### src/rtl/riscat_pkg.sv
// riscat_pkg: shared definitions for the RISCAT integer register file.
//   REG_COUNT      number of architectural integer registers
//   REG_ADDR_BITS  width of a register index
//   reg_addr_t     register index type
//   busy_vec_t     one pending-write flag per register
//   popcount       number of set flags in a busy_vec_t
package riscat_pkg;

  localparam int REG_COUNT     = 32;
  localparam int REG_ADDR_BITS = 5;

  typedef logic [REG_ADDR_BITS-1:0] reg_addr_t;
  typedef logic [REG_COUNT-1:0]     busy_vec_t;

  // Result fits in 6 bits: at most 31 flags can be set because x0 never is.
  function automatic logic [5:0] popcount(input busy_vec_t v);
    logic [5:0] c;
    c = '0;
    for (int i = 0; i < REG_COUNT; i++) begin
      c = c + {5'b0, v[i]};
    end
    return c;
  endfunction

endpackage

### src/rtl/reg_scoreboard.sv
// reg_scoreboard: pending-write bitmap for the integer register file.
//   clk, reset          rising-edge clock, synchronous active-high reset
//   issue_en, issue_rd  mark issue_rd busy (a producer was issued)
//   wr_en, wr_addr      clear wr_addr (its producer wrote back)
//   busy                registered bitmap; bit 0 is always 0
//   busy_count          registered population count of busy
// When the same register is issued and written back on one edge, the set
// wins: the newly issued producer supersedes the completing one.
module reg_scoreboard
  import riscat_pkg::*;
(
  input  logic        clk,
  input  logic        reset,
  input  logic        issue_en,
  input  logic [4:0]  issue_rd,
  input  logic        wr_en,
  input  logic [4:0]  wr_addr,
  output logic [31:0] busy,
  output logic [5:0]  busy_count
);

  busy_vec_t busy_q;
  busy_vec_t busy_next;

  always_comb begin
    busy_next = busy_q;
    if (wr_en && (wr_addr != '0)) begin
      busy_next[wr_addr] = 1'b0;
    end
    // Applied after the clear so that a same-edge issue keeps the bit set.
    if (issue_en && (issue_rd != '0)) begin
      busy_next[issue_rd] = 1'b1;
    end
    busy_next[0] = 1'b0;
  end

  // Count is computed from the next state so it always matches busy.
  always_ff @(posedge clk) begin
    if (reset) begin
      busy_q     <= '0;
      busy_count <= '0;
    end else begin
      busy_q     <= busy_next;
      busy_count <= popcount(busy_next);
    end
  end

  assign busy = busy_q;

endmodule

### src/rtl/register_file.sv
// register_file: 32 x DATA_BITS integer register file with pending-write
// scoreboard, between issue and execute.
//   clk, reset               rising-edge clock, synchronous active-high reset
//   rd_addr0/1               read indices (combinational reads)
//   rd_data0/1, rd_busy0/1   read value and pending-write flag
//   wr_en, wr_addr, wr_data  writeback port (writes to x0 are dropped)
//   issue_en, issue_rd       destination of an instruction issued this cycle
//   busy_count               number of registers with a pending write
// Build option REGISTER_FILE_BYPASS_EN: forward a same-cycle writeback to a
// matching read port and hide its busy flag (zero-cycle writeback-to-read).
module register_file
  import riscat_pkg::*;
#(
  parameter int DATA_BITS = 32
) (
  input  logic                 clk,
  input  logic                 reset,
  input  logic [4:0]           rd_addr0,
  input  logic [4:0]           rd_addr1,
  output logic [DATA_BITS-1:0] rd_data0,
  output logic [DATA_BITS-1:0] rd_data1,
  output logic                 rd_busy0,
  output logic                 rd_busy1,
  input  logic                 wr_en,
  input  logic [4:0]           wr_addr,
  input  logic [DATA_BITS-1:0] wr_data,
  input  logic                 issue_en,
  input  logic [4:0]           issue_rd,
  output logic [5:0]           busy_count
);

  // x0 is not stored; entries 1..31 only.
  logic [DATA_BITS-1:0] regs [1:REG_COUNT-1];
  logic [31:0]          busy;
  logic [DATA_BITS-1:0] raw0;
  logic [DATA_BITS-1:0] raw1;
  logic                 wr_live;

  assign wr_live = wr_en && (wr_addr != '0);

  // Write steering: only the addressed entry loads.
  always_ff @(posedge clk) begin
    if (reset) begin
      for (int i = 1; i < REG_COUNT; i++) begin
        regs[i] <= '0;
      end
    end else if (wr_live) begin
      regs[wr_addr] <= wr_data;
    end
  end

  reg_scoreboard u_scoreboard (
    .clk        (clk),
    .reset      (reset),
    .issue_en   (issue_en),
    .issue_rd   (issue_rd),
    .wr_en      (wr_en),
    .wr_addr    (wr_addr),
    .busy       (busy),
    .busy_count (busy_count)
  );

  // 32:1 read selectors; index 0 reads as zero.
  always_comb begin
    raw0 = '0;
    raw1 = '0;
    if (rd_addr0 != '0) raw0 = regs[rd_addr0];
    if (rd_addr1 != '0) raw1 = regs[rd_addr1];
  end

`ifdef REGISTER_FILE_BYPASS_EN
  logic hit0;
  logic hit1;

  assign hit0     = wr_live && (rd_addr0 == wr_addr);
  assign hit1     = wr_live && (rd_addr1 == wr_addr);
  assign rd_data0 = hit0 ? wr_data : raw0;
  assign rd_data1 = hit1 ? wr_data : raw1;
  // The value being forwarded is the one the reader was waiting for.
  assign rd_busy0 = busy[rd_addr0] & ~hit0;
  assign rd_busy1 = busy[rd_addr1] & ~hit1;
`else
  assign rd_data0 = raw0;
  assign rd_data1 = raw1;
  assign rd_busy0 = busy[rd_addr0];
  assign rd_busy1 = busy[rd_addr1];
`endif

endmodule

### config.mk
export PLATFORM = sky130hd
export DESIGN_NAME = register_file
export DESIGN_NICKNAME = d
export VERILOG_FILES = /design/src/rtl/riscat_pkg.sv /design/src/rtl/reg_scoreboard.sv /design/src/rtl/register_file.sv
export SDC_FILE = /design/constraint.sdc
export NUM_CORES = 2
export LEC_CHECK = 0
export ABC_CLOCK_PERIOD_IN_PS = 8300
export CAP_MARGIN = 20
export CORE_MARGIN = 2
export CORE_UTILIZATION = 40
export DETAILED_ROUTE_END_ITERATION = 12
export PLACE_DENSITY_LB_ADDON = 0.25
export SLEW_MARGIN = 20
export SYNTH_ARGS = -nofsm -noshare
export SYNTH_HDL_FRONTEND = slang
export SYNTH_HIERARCHICAL = 1
export SYNTH_SLANG_ARGS = --single-unit
### constraint.sdc
create_clock -name clk -period 8.3 [get_ports clk]
set_input_delay 1.66 -clock clk [delete_from_list [all_inputs] [get_ports clk]]
set_output_delay 1.66 -clock clk [all_outputs]
set_load 0.01 [all_outputs]
==> out/results.txt <==
status = complete, no violations
DR vias = 38890
initial core utilization = 40.2%
Avg Inst Size Synth = 14.2 um2
largest net degree at the start of global routing = 86
clk_lat worst skew = 740 ps
Switching Fraction = 25.9%
GRT Total Usage = 29.6%
Final Setup Violations = 0
RSZ-0062 raised after global routing = false
initial antenna violation count = 28
kind of critical path = input port to primary output
Die Wd = 383 um
Power Density = 205 mW/mm2
EDFF count, synth = 1024
Hold Violations, Final = 0
Filler cells = 12647
dpl cell area = 0.0609 mm2
RePlAce Congestion = 0.897
ANT nets after route = 0
Ports = 128
Power Internal = 0.00980 W
total iterations of the first detailed-routing run = 5
worst flop-to-flop path endpoint = u_scoreboard/busy_count[4]$_SDFF_PP0_
Finished Cell Area = 0.0646 mm2
# Post-CTS Setup Buffers = 0
clock skew = 4.20 ps
#FFs+latches synth = 1061
Hold Crit Depth = 2
Max-cap violations = 0
max-slew violations = 0
final net count = 4146
Port Buffer Count = 127
top cell type by total area after synthesis = edfxtp_1
Critical R2R Launch = u_scoreboard/busy[4]$_SDFF_PP0_
Reg power frac = 47.8%
Critical Path RT = 6640 ps
first-pass GRT wire length = 303000 um
Die Ht = 383 um
Via-to-Cell Ratio = 6.40
Worst-Margin Slew = 1220 ps
Total Wirelength = 219000 um
count leader, synth = edfxtp_1
row cnt = 139
startpoint types = input port
dpl hpwl = 126000 um
CTS Root Cell = clkbuf_16
R2R depth = 15
combinational share of power = 12.8%
ys flop type = edfxtp_1
register area share after synthesis = 54.9%
core box area = 0.143 mm2
cts hold-fix bufs = 0
Hold Startpoint = u_scoreboard/busy[25]$_SDFF_PP0_
DR WL/cell = 36.0 um
# DRC = 0
clock sink count = 1061
Area contributors post-synth = edfxtp_1, mux4_2, and2_1, mux2i_1, clkbuf_1
min cycle time layout = 7160 ps
H-Tree Level Count = 3
Syn-to-layout area delta = 12.6%
NetSw = 0.00343 W
TritonCTS Buffers = 116
setup_tns = 0 ps
Max Fclk = 0.140 GHz
Worst Path Max Fanout = 18
share of post-route cells with drive strength above 1 = 21.6%
grt total ovfl = 0
crit end category = primary output
Post-Synthesis Cell Area = 0.0574 mm2
post_cts resized = 0
PnR worst setup slack = 1140 ps
Cells after Synth = 4046
Async S/R FF share, synth = 0%
Hold EP = u_scoreboard/busy[25]$_SDFF_PP0_
Yosys cell types = 64
Worst VDD drop = 0.151 mV
Place WS = 714 ps
Detailed Route Iter0 Violations = 6245
FF-to-FF setup slack = 3250 ps
die area = 0.147 mm2
leakage = 22.5 nW
worst hold path type = flip-flop to flip-flop
crit path DAT = 5500 ps
Slew headroom = 19.0%
Clock power frac = 39.5%
vias in the first global route = 38400
clock tree buffer depth = 3
clock-pin transition on the worst setup and hold timing paths = 60 ps
area share of the largest cell type after synthesis = 53.6%
Final Cycle Share = 86.2%
Commonest cells post-synth = edfxtp_1, and2_1, mux4_2, clkbuf_1, mux2i_1
CTS tree = yes
YS warnings = 6
[per-stage QoR]
stage	power, W	hold slack (ps)	util (%)	std cells
final	0.0132	542	45.2	6074
after global routing	0.0135	567	45.2	6066
after CTS	0.0132	539	45.2	6062
after detailed placement	0.00808	529	42.6	5842
after global placement	0.00807	527	42.6	5842
after floorplan	0.00733	481	-	4077
[power groups by stage]
stage               logic, W  registers (W)  clock network (W)
floorplan           0.000979        0.00635                  0
global placement     0.00165        0.00641                  0
detailed placement   0.00166        0.00642                  0
CTS                  0.00167        0.00631            0.00524
global route         0.00175        0.00634            0.00545
finish               0.00169        0.00632            0.00522
[layout by cell type (no fill, tap or decap), drive strengths merged, types with 25 or more instances in the layout]
cell type      count
inv               29
a2111oi           27
clkbuf           138
clkinv            62
edfxtp          1024
or2               40
clkdlybuf4s50    109
o21ai             55
and2            1021
o22ai             64
a22o              49
buf              171
conb              33
nand2             79
nor2              44
a221oi            38
mux2              92
dfxtp             37
mux4             372
a21oi             57
a2bb2oi           25
mux2i            257
nor3              32
a211oi            48
[how the worst max path moves through the flow]
| stage | from | endpoint | slack, ps | depth (start not counted) |
|---|---|---|---|---|
| final | rd_addr0[3] | rd_data0[22] | 1140 | 7 |
| after global routing | wr_en | u_scoreboard/busy_count[4]$_SDFF_PP0_ | 1190 | 18 |
| after CTS | rd_addr0[1] | rd_data0[30] | 1300 | 9 |
| after detailed placement | wr_en | u_scoreboard/busy_count[4]$_SDFF_PP0_ | 710 | 18 |
| after global placement | wr_en | u_scoreboard/busy_count[4]$_SDFF_PP0_ | 690 | 18 |
| after floorplan | wr_addr[4] | u_scoreboard/busy_count[4]$_SDFF_PP0_ | 1640 | 17 |
[worst max-delay path, stage by stage]
cell	delay, ps
buf_2	480
or3b_2	1040
buf_4	460
o22ai_1	130
a2111oi_0	830
nor3_1	300
clkdlybuf4s50_1	570
[cell families (layout without fill, tap and decap cells)]
| family | Yosys count | in the layout | share of synthesized area, % |
|---|---|---|---|
| buffers and inverters | 444 | 527 | 3.44 |
| muxes | 721 | 721 | 20.9 |
| AOI/OAI and AO/OA | 485 | 485 | 6.13 |
| and+or+nand+nor | 1300 | 1300 | 13.7 |
| adders and majority gates | 32 | 32 | 0.998 |
| other | 2 | 44 | 0.0131 |
| xor gates and xnor gates | 1 | 1 | 0.0153 |
| DFF | 1061 | 1061 | 54.9 |
[sequential cells by signal (all words and copies together) (netlist names)]
register and cells:
regs 1024, u_scoreboard/busy 31, u_scoreboard/busy_count 6
[cell type report]
type	count	area [um2]	area share [%]
Clock buffer	138	3050	4.72
Antenna cell	11	27.5	0.0426
Timing Repair Buffer	280	2520	3.90
Multi-Input combinational cell	2572	24400	37.7
Tap cell	1903	2380	3.68
Clock inverter	82	698	1.08
Inverter	27	105	0.163
Sequential cell	1061	31500	48.7
[per-layer routing]
metal / up-vias / GRT usage [%] / routed length [um]
li1: 15456 / - / -
met1: 20128 / 41.8 / 85600
met2: 2822 / 44.5 / 97400
met3: 474 / 7.25 / 26900
met4: 10 / 10.5 / 8750
met5: - / 0 / 57
Power figures use the tool's default switching activity.
